$ cat src/rtl/hazard_stall_ctrl.sv
// RAW hazard detector and ID/EX stall controller with memory freeze,
// a small run/hazard/mem-wait FSM, saturating statistics and a stall watchdog.
module hazard_stall_ctrl #(
   parameter int REG_ADDR_W = 4,
   parameter int NUM_SRC    = 3,
   parameter int CNT_W      = 16,
   parameter int MAX_STALL  = 64
) (
   input  logic                          clk,
   input  logic                          rst,
   input  logic                          id_valid,
   input  logic [NUM_SRC*REG_ADDR_W-1:0] src_addr,
   input  logic [NUM_SRC-1:0]            src_valid,
   input  logic [REG_ADDR_W-1:0]         exe_dest,
   input  logic                          exe_wb_en,
   input  logic                          exe_mem_read,
   input  logic [REG_ADDR_W-1:0]         mem_dest,
   input  logic                          mem_wb_en,
   input  logic                          mem_busy,
   input  logic                          forwarding_mode,
   input  logic                          clr_stats,
   output logic                          hazard_detected,
   output logic                          stall_fe,
   output logic                          bubble_ex,
   output logic                          freeze,
   output logic [1:0]                    state,
   output logic [CNT_W-1:0]              stall_cycles,
   output logic [CNT_W-1:0]              hazard_events,
   output logic                          stall_timeout
);

   localparam logic [1:0] ST_RUN      = 2'b00;
   localparam logic [1:0] ST_HAZARD   = 2'b01;
   localparam logic [1:0] ST_MEM_WAIT = 2'b10;

   localparam logic [CNT_W-1:0] CNT_MAX = {CNT_W{1'b1}};
   localparam logic [CNT_W-1:0] RUN_MAX = CNT_W'(MAX_STALL);
   localparam logic [CNT_W-1:0] RUN_M1  = CNT_W'(MAX_STALL - 1);
   localparam logic [CNT_W-1:0] CNT_ONE = CNT_W'(1);

   logic [NUM_SRC-1:0] ex_hit;
   logic [NUM_SRC-1:0] mem_hit;
   logic               raw;
   logic [1:0]         state_nxt;
   logic [CNT_W-1:0]   run_len;
   logic               stall_sat;
   logic               event_sat;
   logic               new_episode;
   logic               timeout_hit;

   always_comb begin
      ex_hit  = '0;
      mem_hit = '0;
      for (int i = 0; i < NUM_SRC; i++) begin
         ex_hit[i]  = src_valid[i] & exe_wb_en &
                      (src_addr[i*REG_ADDR_W +: REG_ADDR_W] == exe_dest);
         mem_hit[i] = src_valid[i] & mem_wb_en &
                      (src_addr[i*REG_ADDR_W +: REG_ADDR_W] == mem_dest);
      end
   end

   // with forwarding, only a load in EXE cannot be bypassed in time
   always_comb begin
      if (forwarding_mode) begin
         raw = exe_mem_read & (|ex_hit);
      end else begin
         raw = (|ex_hit) | (|mem_hit);
      end
   end

   assign hazard_detected = id_valid & raw;
   assign freeze          = mem_busy;
   assign stall_fe        = hazard_detected | freeze;
   assign bubble_ex       = hazard_detected & ~freeze;

   always_comb begin
      state_nxt = ST_RUN;
      unique case (1'b1)
         mem_busy:                     state_nxt = ST_MEM_WAIT;
         (~mem_busy & hazard_detected): state_nxt = ST_HAZARD;
         default:                      state_nxt = ST_RUN;
      endcase
   end

   always_ff @(posedge clk or negedge rst) begin
      if (!rst) begin
         state <= ST_RUN;
      end else begin
         state <= state_nxt;
      end
   end

   assign stall_sat   = (stall_cycles == CNT_MAX);
   assign event_sat   = (hazard_events == CNT_MAX);
   assign new_episode = bubble_ex & (state != ST_HAZARD);
   assign timeout_hit = stall_fe & (run_len == RUN_M1);

   always_ff @(posedge clk or negedge rst) begin
      if (!rst) begin
         stall_cycles <= '0;
      end else if (clr_stats) begin
         stall_cycles <= '0;
      end else if (stall_fe && !stall_sat) begin
         stall_cycles <= stall_cycles + CNT_ONE;
      end
   end

   always_ff @(posedge clk or negedge rst) begin
      if (!rst) begin
         hazard_events <= '0;
      end else if (clr_stats) begin
         hazard_events <= '0;
      end else if (new_episode && !event_sat) begin
         hazard_events <= hazard_events + CNT_ONE;
      end
   end

   always_ff @(posedge clk or negedge rst) begin
      if (!rst) begin
         run_len <= '0;
      end else if (clr_stats || !stall_fe) begin
         run_len <= '0;
      end else if (run_len != RUN_MAX) begin
         run_len <= run_len + CNT_ONE;
      end
   end

   always_ff @(posedge clk or negedge rst) begin
      if (!rst) begin
         stall_timeout <= 1'b0;
      end else if (clr_stats) begin
         stall_timeout <= 1'b0;
      end else if (timeout_hit) begin
         stall_timeout <= 1'b1;
      end
   end

endmodule

$ cat config.mk
export PLATFORM = sky130hd
export DESIGN_NAME = hazard_stall_ctrl
export DESIGN_NICKNAME = d
export VERILOG_FILES = /design/src/rtl/hazard_stall_ctrl.sv
export SDC_FILE = /design/constraint.sdc
export NUM_CORES = 1
export LEC_CHECK = 0
export CAP_MARGIN = 15
export CORE_ASPECT_RATIO = 2
export CORE_UTILIZATION = 35
export CTS_BUF_LIST = sky130_fd_sc_hd__clkbuf_4 sky130_fd_sc_hd__clkbuf_8
export CTS_CLUSTER_SIZE = 16
export DETAILED_ROUTE_END_ITERATION = 7
export PLACE_DENSITY_LB_ADDON = 0.08
export SLEW_MARGIN = 10
export SYNTH_ARGS = -nofsm -noshare
export SYNTH_HDL_FRONTEND = slang
export SYNTH_SLANG_ARGS = --single-unit
export TNS_END_PERCENT = 30
$ cat constraint.sdc
create_clock -name clk -period 2.67 [get_ports clk]
set_input_delay 0.4005 -clock clk [delete_from_list [all_inputs] [get_ports clk]]
set_output_delay 0.4005 -clock clk [all_outputs]
set_load 0.03 [all_outputs]
==> Word level (Yosys, flattened, before mapping) <==
Index checks and enable logic that the tools add are counted.
{ "word_totals": {"elab_cells": 61, "ff_bits": 51, "out_inout_bits": 39} }
{ "op_classes": {"reduce_logical": 12, "n_bitwise": 20, "n_eq_ne": 11, "muxes": 10, "addsub": 3} }
{ "op_table": {"columns": ["operator", "count"], "rows": [
  ["$mux W16", 6],
  ["$add A16 B1 Y16 const B", 3],
  ["$eq A16 B16 Y1 const B", 2],
  ["$eq A4 B4 Y1", 6],
  ["$and A1 B1 Y1", 17],
  ["$eq A16 B6 Y1 const B", 1],
  ["$ne A16 B7 Y1 const B", 1],
  ["$reduce_bool A2 Y1", 4],
  ["$reduce_or A3 Y1", 2],
  ["$pmux W2 S2", 1],
  ["$logic_not A1 Y1", 3],
  ["$mux W1", 3],
  ["$logic_and A1 B1 Y1", 2],
  ["$ne A2 B1 Y1 const B", 1],
  ["$or A1 B1 Y1", 2],
  ["$logic_or A1 B1 Y1", 1],
  ["$not A1 Y1", 1]
]} }

==> Logic depth before layout (Yosys ltp) <==
{ "depth": {"word_depth": 11, "ltp_mapped": 10, "depth_no_buf": 9} }

==> Worst setup path after synthesis <==
No wires, ideal clock.
{ "synth_path": {"path_type": "input-to-reg", "start": "input forwarding_mode", "end": "register run_len[10]", "slack_ps": 417, "required_time_ps": 2549, "arrival_ps": 2131, "cell_stages": 10, "n_path_buf": 2, "cell_sequence": "inv_1 > o21ai_4 > nor3_1 > or4_4 > o21ai_2 > nand2b_1 > nand2b_1 > buf_2 > buf_2 > nor2_1"} }
{ "synth_between": {"elab_chain_len": 6} }
{ "synth_lines": {"columns": ["element", "line_no", "rtl"], "rows": [
  ["from (decl)", "20", "input logic forwarding_mode,"],
  ["$mux W1 (*)", "64", "if (forwarding_mode) begin"],
  ["$and A1 B1 Y1 (*)", "71", "assign hazard_detected = id_valid & raw;"],
  ["$or A1 B1 Y1 (*)", "73", "assign stall_fe = hazard_detected | freeze;"],
  ["net stall_fe", "23", "output logic stall_fe,"],
  ["$logic_not A1 Y1 (*)", "121", "end else if (clr_stats || !stall_fe) begin"],
  ["$logic_or A1 B1 Y1 (*)", "121", null],
  ["$mux W16 / $reduce_bool A2 Y1 (equally long branches)", null, null],
  ["to (signal assigned)", "124", "run_len <= run_len + CNT_ONE;"],
  ["to (decl)", "45", "logic [CNT_W-1:0] run_len;"]
]} }
The timed path passes the listed nets; every way through them passes the cells marked *.
A chain may end at the register's enable or synchronous reset.

==> Final worst setup path <==
{ "layout_path": {"start": "input mem_wb_en", "end": "output bubble_ex"} }
{ "layout_between": {"elab_chain_len": 7} }
{ "layout_lines": {"columns": ["element", "line_no", "rtl"], "rows": [
  ["from (decl)", "18", "input logic mem_wb_en,"],
  ["$and A1 B1 Y1 (2 in series)", "57", "mem_hit[i] = src_valid[i] & mem_wb_en &"],
  ["$reduce_or A3 Y1 (*)", "67", "raw = (|ex_hit) | (|mem_hit);"],
  ["$or A1 B1 Y1 (*)", "67", null],
  ["$mux W1 (*)", "64", null],
  ["$and A1 B1 Y1 (*)", "71", null],
  ["$and A1 B1 Y1 (*)", "74", "assign bubble_ex = hazard_detected & ~freeze;"],
  ["to (decl)", "24", "output logic bubble_ex,"]
]} }
Every way passes the cells marked *; elsewhere a longest branch is shown, timed or not.

==> flow_summary_export.csv <==
group,metric,value,unit
logic_synthesis,synthMuxAreaShare,2.03,%
final_layout,nNetsFinal,445,
power,power.density,387,nW/um2
setup_path,worst_ep_required_time,2.27,ns
logic_synthesis,synth-compound-area-share,4.32,%
timing,slew_headroom,40.3,%
detailed_routing,wl,7630,um
logic_synthesis,synth-xor-area-share,17.5,%
clock_network,ctsHtreeMaxLevel,2,
logic_synthesis,synth_nets,351,
die,die_w,67.0,um
die,die_y,132,um
detailed_routing,drtIter0Drc,110,
setup_path,worstPathMaxFanout,3,
timing,finalClockSkew,0.0116,ns
logic_synthesis,synth-simple-area-share,28.3,%
clock_network,cts.sinks,51,
die,start_util,35.9,%
global_route,grt_antenna_before_repair,0,
timing,finalSetupViolations,0,
setup_path,reg2regPathDepth,9,
setup_path,endpoint,"bubble_ex",
final_layout,final_util,49.7,%
die,placementRows,47,
die,die_area,8830,um2
timing,max_freq,388,MHz
global_route,grt_pass1_vias,2694,
global_route,grt_start_max_net_pins,40,
timing,tightest_slew,0.896,ns
die,io_pins,71,
placement,gp_congestion,0.772,
timing,finalCritPeriodShare,96.4,%
clock_network,clock_latency,0.32,ns
clock_network,holdBufCountCts,0,
logic_synthesis,netlist_instances,315,
timing,hold_viol,0,
final_layout,area_growth,38.6,%
placement,numPortBuffers,70,
setup_path,path_class,"in -> out",
power,power.total,1.59,mW
logic_synthesis,seq_area_frac_synth,43.2,%
logic_synthesis,synth-seq-cells,51,
global_route,grt_pass1_wl,12800,um
run,maxCapViolCount,0,
timing,fin_ws,0.0948,ns
setup_path,startpoint,"mem_wb_en",
final_layout,drive_gt1_share,12.9,%
power,p_leak,1.83,nW
worst_hold_path,hold_class,"in -> async",
clock_network,numCtsBuffers,5,
detailed_routing,post_drt_wl_per_cell,15.0,um
detailed_routing,viasPerCell,5.06,
setup_path,r2r_end,"stall_cycles[6]",
logic_synthesis,syn_avg_cell_area,9.38,um2
clock_network,cts_tree,"yes",
timing,tns,0,ns
setup_path,reg2reg_from,"stall_cycles[3]",
detailed_routing,ant_nets,0,
placement,place_hpwl,5820,um
setup_path,worstSetupEndpointType,"primary output",
outcome,status,"finished clean",
power,ir_drop,0.282,mV
logic_synthesis,yosysWarnings,0,
setup_path,r2r_slack,0.41,ns
detailed_routing,num_vias,2573,
final_layout,antenna_cells,0,
logic_synthesis,synth-adder-area-share,1.69,%
detailed_routing,drc_errors,0,
logic_synthesis,synth_top_family_by_area,"simple AND/OR/NAND/NOR gates",
logic_synthesis,synthesis.area,2950,um2
placement,place_ws,-0.423,ns
logic_synthesis,synth_cell_types,44,
timing,post-route-min-period,2.58,ns
timing,drv_slew,0,
detailed_routing,drtPass1Iterations,4,
global_route,grt_use_total,18.9,%
setup_path,start_kind,"primary input",
clock_network,path_clk_slew,0.09,ns
setup_path,critPathArrivalTime,2.17,ns
clock_network,clockBufferDepth,2,
die,fp.coreArea,8230,um2
clock_network,cts_root_buf,"clkbuf_8",
global_route,overflow,0,
clock_network,postCtsSetupBuffers,0,
[Yosys cell counts (all sizes together)]
master | number | share of area, %
a21oi | 7 | 1.2
a31o | 1 | 0.30
a41o | 1 | 0.34
and2 | 2 | 0.42
and3 | 10 | 2.1
and4 | 2 | 0.59
buf | 5 | 1.1
clkbuf | 6 | 0.76
dfrtp | 51 | 43
ha | 4 | 1.7
inv | 8 | 1.0
mux2 | 2 | 1.0
mux2i | 3 | 1.0
nand2 | 17 | 3.0
nand2b | 3 | 0.64
nand3 | 22 | 3.7
nand3b | 1 | 0.25
nand4 | 11 | 2.3
nand4b | 2 | 0.59
nor2 | 54 | 6.9
nor2b | 6 | 1.3
nor3 | 7 | 1.4
nor4 | 12 | 2.8
nor4bb | 1 | 0.34
o21a | 1 | 0.25
o21ai | 6 | 1.5
o22ai | 1 | 0.21
o31ai | 2 | 0.51
or3 | 3 | 0.64
or4 | 5 | 1.4
xnor2 | 26 | 7.7
xor2 | 33 | 9.8
[power by group]
group          internal, mW  total, mW  leakage, nW  switching, mW
combinational         0.108      0.228         1.06          0.120
sequential            0.778      0.787        0.708        0.00876
clock                 0.285      0.570       0.0587          0.286
total                  1.17       1.59         1.83          0.414
[worst min path at each step]
stage	depth (start not counted)	to	from	slack [ns]
detailed placement	2	stall_timeout	stall_timeout	0.52
global placement	2	stall_timeout	stall_timeout	0.52
CTS	1	run_len[15]	rst	0.23
floorplan	0	hazard_events[0]	rst	0.10
finish	1	stall_cycles[11]	rst	0.20
global route	1	run_len[5]	rst	0.27
[registers in the layout, summed over array words and instances, names as in the netlist]
register	cells
stall_cycles	16
hazard_events	16
state	2
run_len	16
stall_timeout	1
[cell usage in the layout, fill, tap and decap left out, types with 4 or more instances in the layout]
cell type	instances
nor2b_1	6
inv_1	6
buf_4	27
ha_1	4
nor2_1	54
nand2_1	14
o21ai_0	4
or4_1	4
xnor2_1	26
clkdlybuf4s50_1	49
clkbuf_8	5
and3_1	10
dfrtp_1	51
xor2_1	33
a21oi_1	7
nor3_1	6
nand3_1	22
dlymetal6s2s_1	15
nor4_1	10
nand4_1	11
[per-stage QoR]
stage	cell area (um2)	instances	hold WS [ns]
finish	4100	508	0.198
global route	4100	508	0.271
CTS	4040	508	0.230
detailed placement	3940	500	0.521
global placement	3940	500	0.520
floorplan	2950	315	0.105
[cell families (layout without fill, tap and decap cells)]
kind of cell | count (synthesis) | in the layout
AND/OR/NAND/NOR | 158 | 158
XOR/XNOR | 59 | 59
AO/OA/AOI/OAI | 19 | 19
adder cells (fa/ha/maj) | 4 | 4
multiplexers | 5 | 5
flip-flops | 51 | 51
buffers and inverters | 19 | 114
[critical path, cell delays in order]
cell	delay (ns)
clkdlybuf4s50_1	0.39
nor2b_1	0.17
nand3_1	0.10
nor4_1	0.05
or4_4	0.54
o21ai_4	0.18
buf_6	0.12
nor2_1	0.04
buf_4	0.18
[repair_timing]
| action | CTS | global route |
|---|---|---|
| gates resized for setup | 15 | 23 |
| cloned | 0 | 0 |
| endpoints found under the setup margin | 3 | 6 |
| pin swaps | 1 | 7 |
[per-layer routing]
| metal | share of wire (%) | up-vias | track usage [%] |
|---|---|---|---|
| met5 | 0 | - | 0 |
| met4 | 2.4 | 0 | 6.50 |
| met3 | 3.4 | 15 | 3.72 |
| met2 | 55 | 58 | 34.2 |
| met1 | 39 | 1232 | 20.8 |
| li1 | - | 1268 | - |
[layout make-up]
cell class	instances	area, um2
repair buffers	98	945
well taps	98	123
fillers	807	4140
inverters	8	30.0
clock inverters	3	47.5
flip-flops and latches	51	1280
multi-input cells	245	1610
clock buffers	5	68.8
Note: power is estimated with default switching activity, not from simulation.
